[src/rtl/flit_assembler_16_to_32_bit_pkg.sv]
// Shared bridge package: flit width constants, buffer sizing and FSM state types
// for the 16-to-32 assembler and its 32-to-16 counterpart.
package flit_assembler_16_to_32_bit_pkg;

  localparam int FLIT16_WIDTH = 16;
  localparam int FLIT32_WIDTH = 32;

  // Each buffered word carries {flit_16, last} above the 32-bit payload.
  localparam int WORD_META_BITS = 2;

  typedef enum logic {
    LOWER_HALF = 1'b0,
    UPPER_HALF = 1'b1
  } asm_state_t;

  typedef enum logic {
    SPLIT_LOWER = 1'b0,
    SPLIT_UPPER = 1'b1
  } split_state_t;

  function automatic int buffer_depth(input int max_pkt_len);
    return 1 << $clog2(max_pkt_len + 1);
  endfunction

endpackage

[src/rtl/noc_buffer.sv]
// Synchronous valid/ready FIFO with power-of-two depth; a push is refused while
// full even if a pop happens in the same cycle.
module noc_buffer #(
  parameter int WIDTH = 34,
  parameter int DEPTH = 16
) (
  input  logic             clk,
  input  logic             rst,
  input  logic [WIDTH-1:0] in_data,
  input  logic             in_valid,
  output logic             in_ready,
  output logic [WIDTH-1:0] out_data,
  output logic             out_valid,
  input  logic             out_ready
);

  localparam int AW = (DEPTH > 1) ? $clog2(DEPTH) : 1;

  logic [WIDTH-1:0] mem [DEPTH];
  logic [AW:0]      wr_ptr;
  logic [AW:0]      rd_ptr;
  logic             push;
  logic             pop;
  logic             full;
  logic             empty;

  // Pointers carry one wrap bit so full and empty are distinguishable.
  assign empty     = (wr_ptr == rd_ptr);
  assign full      = (wr_ptr[AW] != rd_ptr[AW]) && (wr_ptr[AW-1:0] == rd_ptr[AW-1:0]);
  assign in_ready  = !full;
  assign out_valid = !empty;
  assign out_data  = mem[rd_ptr[AW-1:0]];
  assign push      = in_valid && in_ready;
  assign pop       = out_valid && out_ready;

  always_ff @(posedge clk) begin
    if (rst) begin
      wr_ptr <= '0;
      rd_ptr <= '0;
    end else begin
      if (push) wr_ptr <= wr_ptr + 1'b1;
      if (pop)  rd_ptr <= rd_ptr + 1'b1;
    end
  end

  always_ff @(posedge clk) begin
    if (push) mem[wr_ptr[AW-1:0]] <= in_data;
  end

endmodule

[src/rtl/flit_assembler_16_to_32_bit.sv]
// Packs pairs of 16-bit flits into 32-bit flits behind a packet-sized FIFO.
// Define FLIT_ASSEMBLER_STORE_AND_FORWARD_EN to hold output until a whole packet is buffered.
module flit_assembler_16_to_32_bit
  import flit_assembler_16_to_32_bit_pkg::*;
#(
  parameter int MAX_PKT_LEN = 10
) (
  input  logic        clk,
  input  logic        rst,
  input  logic [15:0] in_flit_data,
  input  logic        in_flit_valid,
  input  logic        in_flit_last,
  output logic        in_flit_ready,
  output logic [31:0] out_flit_data,
  output logic        out_flit_valid,
  output logic        out_flit_last,
  output logic        out_flit_16,
  input  logic        out_flit_ready
);

  localparam int IN_FLIT_WIDTH  = FLIT16_WIDTH;
  localparam int OUT_FLIT_WIDTH = FLIT32_WIDTH;
  localparam int FIFO_DEPTH     = buffer_depth(MAX_PKT_LEN);
  localparam int WORD_WIDTH     = OUT_FLIT_WIDTH + WORD_META_BITS;

  asm_state_t               state;
  logic [IN_FLIT_WIDTH-1:0] half_reg;
  logic                     accept;
  logic                     push;
  logic [WORD_WIDTH-1:0]    push_word;
  logic [WORD_WIDTH-1:0]    pop_word;
  logic                     buf_in_ready;
  logic                     buf_out_valid;
  logic                     buf_out_ready;

  // A non-last lower half only lands in half_reg, so it never waits on the FIFO.
  always_comb begin
    in_flit_ready = 1'b0;
    if (!rst) begin
      if (state == LOWER_HALF && !in_flit_last) in_flit_ready = 1'b1;
      else                                      in_flit_ready = buf_in_ready;
    end
  end

  assign accept = in_flit_valid && in_flit_ready;
  assign push   = accept && ((state == UPPER_HALF) || in_flit_last);

  always_comb begin
    push_word = {1'b1, 1'b1, {IN_FLIT_WIDTH{1'b0}}, in_flit_data};
    if (state == UPPER_HALF) push_word = {1'b0, in_flit_last, in_flit_data, half_reg};
  end

  always_ff @(posedge clk) begin
    if (rst) begin
      state    <= LOWER_HALF;
      half_reg <= '0;
    end else if (accept) begin
      case (state)
        LOWER_HALF: begin
          if (!in_flit_last) begin
            half_reg <= in_flit_data;
            state    <= UPPER_HALF;
          end
        end
        UPPER_HALF: state <= LOWER_HALF;
        default:    state <= LOWER_HALF;
      endcase
    end
  end

  noc_buffer #(
    .WIDTH (WORD_WIDTH),
    .DEPTH (FIFO_DEPTH)
  ) u_buffer (
    .clk       (clk),
    .rst       (rst),
    .in_data   (push_word),
    .in_valid  (push),
    .in_ready  (buf_in_ready),
    .out_data  (pop_word),
    .out_valid (buf_out_valid),
    .out_ready (buf_out_ready)
  );

  assign out_flit_data = pop_word[OUT_FLIT_WIDTH-1:0];
  assign out_flit_last = pop_word[OUT_FLIT_WIDTH];
  assign out_flit_16   = pop_word[OUT_FLIT_WIDTH+1];

`ifdef FLIT_ASSEMBLER_STORE_AND_FORWARD_EN
  localparam int CNT_W = $clog2(FIFO_DEPTH + 1);

  logic [CNT_W-1:0] pkt_count;
  logic             release_out;
  logic             push_last;
  logic             pop_last;

  // A full FIFO with no complete packet is an overlength packet: let it cut through.
  assign release_out    = (pkt_count != '0) || !buf_in_ready;
  assign out_flit_valid = buf_out_valid && release_out;
  assign buf_out_ready  = out_flit_ready && release_out;
  assign push_last      = push && push_word[OUT_FLIT_WIDTH];
  assign pop_last       = out_flit_valid && out_flit_ready && out_flit_last;

  always_ff @(posedge clk) begin
    if (rst) begin
      pkt_count <= '0;
    end else if (push_last && !pop_last) begin
      pkt_count <= pkt_count + 1'b1;
    end else if (pop_last && !push_last) begin
      pkt_count <= pkt_count - 1'b1;
    end
  end
`else
  assign out_flit_valid = buf_out_valid;
  assign buf_out_ready  = out_flit_ready;
`endif

endmodule
[config.mk]
export PLATFORM = sky130hd
export DESIGN_NAME = flit_assembler_16_to_32_bit
export DESIGN_NICKNAME = d
export VERILOG_FILES = /design/src/rtl/flit_assembler_16_to_32_bit_pkg.sv /design/src/rtl/noc_buffer.sv /design/src/rtl/flit_assembler_16_to_32_bit.sv
export SDC_FILE = /design/constraint.sdc
export NUM_CORES = 1
export LEC_CHECK = 0
export BUFFER_PORTS_ARGS = -buffer_cell sky130_fd_sc_hd__buf_4
export CORE_MARGIN = 8
export CORE_UTILIZATION = 50
export CTS_BUF_LIST = sky130_fd_sc_hd__clkbuf_8
export DETAILED_ROUTE_END_ITERATION = 12
export GPL_TIMING_DRIVEN = 0
export MAX_ROUTING_LAYER = met4
export PLACE_DENSITY = 0.66
export SLEW_MARGIN = 30
export SYNTH_ARGS = -nofsm -noshare
export SYNTH_HDL_FRONTEND = slang
export SYNTH_HIERARCHICAL = 1
export SYNTH_SLANG_ARGS = --single-unit
[constraint.sdc]
create_clock -name clk -period 5.93 [get_ports clk]
set_clock_uncertainty 0.2 [all_clocks]
set_input_delay 1.4825 -clock clk [delete_from_list [all_inputs] [get_ports clk]]
set_output_delay 1.4825 -clock clk [all_outputs]
set_load 0.01 [all_outputs]
# == Yosys cells after proc, flatten, opt, wreduce, memory -nomap -nowiden ==
# Memories as Yosys holds them, arrays and structs flattened. A register that Yosys moved wholly into a read port is not among the register bits.
# Cells that the tools add are included.
# word_totals
in_bits,21
mem_bits_rw,544
reg_bits,27
n_memories,1
out_inout_bits,36
# classes
reduce_logical,11
muxes,9
addsub,2
n_eq_ne,3
n_bitwise,2
# mem_list
name,depth,word_bits,read_ports,rd_clocked_by_memory_dff,write_ports,line_no,text
u_buffer.mem,16,34,1,1,1,noc_buffer.sv:19,logic [WIDTH-1:0] mem [DEPTH];
# ops
op,n
34-bit 2-to-1 mux,1
5-bit by 1-bit adder with 5-bit output (second input constant),2
4-bit 2-to-1 mux,2
1-bit logical AND,6
5-bit equality test,1
1-bit 2-to-1 mux,5
4-bit equality test,1
1-bit logical NOT,3
3-bit AND reduction,1
1-bit NOT,2
1-bit case mux with 2 select lines,1
1-bit logical OR,1
1-bit inequality test,1

# == Longest topological paths before layout ==
# logic_depth
word_depth,10
ltp_mapped,11
depth_no_buf,9

# == Modules after synthesis ==
# The synthesis kept the hierarchy.
# modules_own_cells
module,n_inst,cells_per_inst,area_per_inst_um2
noc_buffer,1,858,21304.2
flit_assembler_16_to_32_bit,1,115,1111.1

# == Worst setup path after synthesis ==
# OpenSTA, ideal clock, no wires.
# synth_timing
kind,input -> register
from,in rst
to,reg u_buffer.wr_ptr[4]
required_time_ps,5607
setup_time_ps,123
path_buffers,1
path_slack_ps,1313
arrival_ps,4294
stages,5
cell_sequence,clkbuf_1 > nor3_1 > nand3_1 > a21oi_1 > mux2_2
# synth_between
elab_chain_cells,4
# synth_rtl
element,line_no,text
"start, declared",flit_assembler_16_to_32_bit.sv:9,"input logic rst,"
1-bit 2-to-1 mux,flit_assembler_16_to_32_bit.sv:39,if (!rst) begin
1-bit logical AND,flit_assembler_16_to_32_bit.sv:45,assign accept = in_flit_valid && in_flit_ready;
1-bit logical AND,flit_assembler_16_to_32_bit.sv:46,assign push = accept && ((state == UPPER_HALF) || in_flit_last);
named net push,flit_assembler_16_to_32_bit.sv:29,logic push;
1-bit logical AND,noc_buffer.sv:33,assign push = in_valid && in_ready;
"end signal, assigned",noc_buffer.sv:41,if (push) wr_ptr <= wr_ptr + 1'b1;
"end, declared",noc_buffer.sv:20,logic [AW:0] wr_ptr;
# The timed path passes the listed nets, and every way through them passes these cells.
# A chain may end at the register's enable or synchronous reset.

==> reports/results.md <==
- **run status** completed
- **CTS resizes** 0
- **number of max-slew violations in the final report** 0
- **count of standard-cell rows** 77
- **global placement routability congestion** 0.787
- **adder and majority cell fraction of the synthesized area** 0.279%
- **crit-path max cell delay** 620 ps
- **number of hold buffers added after cts** 0
- **Net count, final** 1,165
- **TritonCTS buffer count** 91
- **fill cell count** 3,211
- **number of synthesized register bits** 575
- **slew at the pin closest to its max-slew limit** 1030 ps
- **worst hold start** half_reg[15]$_SDFFE_PP0P_
- **initial core utilization** 50.7%
- **overall via count from detail_route** 10,637
- **cell at the root of the clock tree** sky130_fd_sc_hd__clkbuf_8
- **DRT Pass-1 Iters** 4
- **cells along the critical path** clkbuf_1 -> buf_2 -> buf_2 -> mux4_2 -> mux4_2 -> buf_4
- **number of design-rule violations left by the first detailed-router iteration** 1,072
- **Setup TNS Final** 0 ps
- **Remaining Overflow, GRT** 0
- **family with the most delay on the worst path** buffers and inverters
- **relative max-transition margin** 31.3%
- **Total Routed Length** 50,000 µm
- **power density over cell area** 337 nW/µm²
- **final hold violations** 0
- **maximum number of pins on one net before global-route repair** 28
- **peak fanout along the critical path** 10
- **Inserted Diodes** 0
- **die width** 228 µm
- **type of the setup path with the least slack** reg -> out
- **cell with the largest stage delay on the worst path** sky130_fd_sc_hd__clkbuf_1
- **global-route wire length before repair** 73,800 µm
- **later-pin clock latency in the skew report** 620 ps
- **HP Class** reg -> reg
- **crit share post-route** 87.6%
- **Synth Area in Compound Gates** 0.787%
- **number of standard cells after synthesis** 973
- **largest family of logic cells by synthesized area** multiplexers
- **multiplexer share of the synthesized area** 18.9%
- **VDD IR max** 0.199 mV
- **TritonCTS clock tree** built
- **setup repair after global routing missed its margin** no
- **XOR/XNOR share of the synthesized area** 0.234%
- **number of antenna violations at the first check in global routing** 0
- **flip-flop and latch area** 17,000 µm²
- **post-synth net total** 999
- **combined area of the multi-input logic cells** 5180 µm²
- **die span in y** 228 µm
- **met3 layer usage reported by global route** 4.52%
- **remaining routing DRC violations** 0
- **startpoint kind of the worst setup timing path** flop
- **vias in the first global route** 11,128
- **source of the worst register-to-register timing path** u_buffer/wr_ptr[2]$_SDFFE_PP0P_
- **met1 Track Usage GR** 27.6%
- **non-filler cells, final** 1,800
- **crit end category** output pin
- **final setup violating endpoints** 0
- **final worst-path setup slack** 736 ps
- **overall die area** 51,900 µm²
- **total half-perimeter wirelength after legalization and detailed placement** 30,700 µm
- **post-synthesis area per instance** 23.0 µm²
- **total standard cell area after synthesis** 22,400 µm²
- **total number of yosys warnings** 6
- **worst-case setup slack after placement** 1040 ps
- **count of buffers inserted at the top-level ports** 56
- **global-route usage over all layers** 19.9%
- **routed via count divided by cell count** 5.91
- **clock tree sinks** 575
- **distinct cell type count of the synthesized netlist** 38
- **ratio of cells with drive above 1 in the final layout** 35.2%
- **number of buffers and inverters on the critical path** 4
- **clock buffer depth** 3
- **routed length per instance** 27.8 µm
- **total power draw** 8.65 mW
- **I/O pin count** 57
- **Final min period** 5190 ps
- **commonest non-fill, non-tap cell in the layout** sky130_fd_sc_hd__edfxtp_1
- **number of H-tree levels** 3
- **data arrival time at the worst-slack endpoint** 3510 ps
- **Antenna Violating Nets Remaining** 0
- **number of flip-flops in the largest register** 544
- **core region area** 44,200 µm²
- **clock-pin slew on the worst setup and hold paths** 60 ps
- **synthesized-area fraction occupied by and/or/nand/nor cells** 2.53%
- **Post-Place Cells** 1,638
- **Final Core Density** 58.1%
- **count of maximum capacitance violations** 0
- **Area growth syn-to-layout** 14.6%
- **global-route layer with the greatest usage** met2
- **commonest cells after routing, fill and taps aside** 544 x sky130_fd_sc_hd__edfxtp_1, 170 x sky130_fd_sc_hd__mux4_2, 101 x sky130_fd_sc_hd__clkbuf_8
- **share of the yosys chip area belonging to registers** 75.6%
- **met2 usage** 29.9%
- **highest clock frequency the design can meet** 193 MHz
- **CP Data Required Time** 4250 ps
- **setup fix buffers added after clock tree synthesis** 0
- **total leakage power** 8.19 nW
## path summary, 6_finish.rpt
| path | slack [ps] | cells after the start | endpoint |
|---|---|---|---|
| worst max-delay path | 740 | 6 | out_flit_data[1] |
| worst min-delay path | 270 | 2 | half_reg[15]$_SDFFE_PP0P_ |
| worst max register to register | 1720 | 12 | u_buffer/mem[11][13]$_DFFE_PP_ |
| worst min register to register | 270 | 2 | half_reg[15]$_SDFFE_PP0P_ |
## through the flow
step | instance area [µm²] | hold WS, ps
after floorplan | 22400 | 245
after global placement | 23600 | 255
after detailed placement | 24000 | 260
after CTS | 25700 | 274
after global routing | 25700 | 287
final | 25700 | 273
## routing by layer
layer / share of wire, % / vias up
met3: 7.8 / 79
met4: 1.9 / 0
li1: - / 4462
met1: 43 / 5653
met2: 47 / 443
met5: 0 / -
## synth_stat cells
cell type	instances	area (µm²)
sky130_fd_sc_hd__edfxtp_1	544	16300
sky130_fd_sc_hd__mux4_2	170	3830
sky130_fd_sc_hd__nand2b_1	33	206
sky130_fd_sc_hd__dfxtp_1	31	621
sky130_fd_sc_hd__clkbuf_1	21	78.8
sky130_fd_sc_hd__mux2_2	21	236
sky130_fd_sc_hd__buf_2	20	100
sky130_fd_sc_hd__mux2i_1	18	180
sky130_fd_sc_hd__and2_1	17	106
sky130_fd_sc_hd__and3_1	11	68.8
sky130_fd_sc_hd__inv_1	10	37.5
sky130_fd_sc_hd__nor2_1	8	30.0
sky130_fd_sc_hd__and4_1	7	61.3
sky130_fd_sc_hd__o311ai_0	6	52.6
sky130_fd_sc_hd__buf_8	5	75.1
sky130_fd_sc_hd__ha_1	5	62.6
sky130_fd_sc_hd__nand2_1	5	18.8
sky130_fd_sc_hd__xnor2_1	5	43.8
sky130_fd_sc_hd__o21ai_0	4	20.0
sky130_fd_sc_hd__buf_6	3	33.8
sky130_fd_sc_hd__nand3_1	3	15.0
sky130_fd_sc_hd__nor2b_1	3	18.8
sky130_fd_sc_hd__a211o_1	2	17.5
sky130_fd_sc_hd__a21oi_1	2	10.0
sky130_fd_sc_hd__a21oi_2	2	17.5
sky130_fd_sc_hd__nand4_1	2	12.5
sky130_fd_sc_hd__nor4_1	2	12.5
sky130_fd_sc_hd__o211ai_1	2	15.0
sky130_fd_sc_hd__o21ba_2	2	20.0
sky130_fd_sc_hd__a21boi_0	1	7.51
sky130_fd_sc_hd__buf_1	1	3.75
sky130_fd_sc_hd__buf_12	1	20.0
sky130_fd_sc_hd__clkbuf_2	1	5.00
sky130_fd_sc_hd__nor3_1	1	5.00
sky130_fd_sc_hd__nor3b_2	1	12.5
sky130_fd_sc_hd__o2111ai_1	1	8.76
sky130_fd_sc_hd__o31ai_1	1	7.51
sky130_fd_sc_hd__xor2_1	1	8.76
## kinds of logic (layout without fill, tap and decap cells)
logic type / Yosys count / in the layout
AO/OA/AOI/OAI: 23 / 23
XOR/XNOR: 6 / 6
adder cells (fa/ha/maj): 5 / 5
buffers and inverters: 62 / 297
flip-flops: 575 / 575
multiplexers: 209 / 209
AND/OR/NAND/NOR: 93 / 93
## layout make-up
| class | instances | area share, % |
|---|---|---|
| Timing Repair Buffer | 73 | 3.02 |
| Sequential cell | 575 | 66.0 |
| Buffer | 52 | 1.23 |
| Clock buffer | 101 | 5.41 |
| Clock inverter | 61 | 1.15 |
| Tap cell | 592 | 2.88 |
| Multi-Input combinational cell | 336 | 20.2 |
| Inverter | 10 | 0.146 |
## power breakdown
part	internal (mW)	switching, mW
Sequential	4.47	0.0115
Clock	1.64	1.45
Combinational	0.549	0.527
Total	6.66	1.99
## tightest hold or removal path, cell delays in order (launching register included)
cell	delay (ps)
sky130_fd_sc_hd__dfxtp_1	310
sky130_fd_sc_hd__nand2b_1	60
sky130_fd_sc_hd__mux2i_1	50
Power figures use the tool's default switching activity.
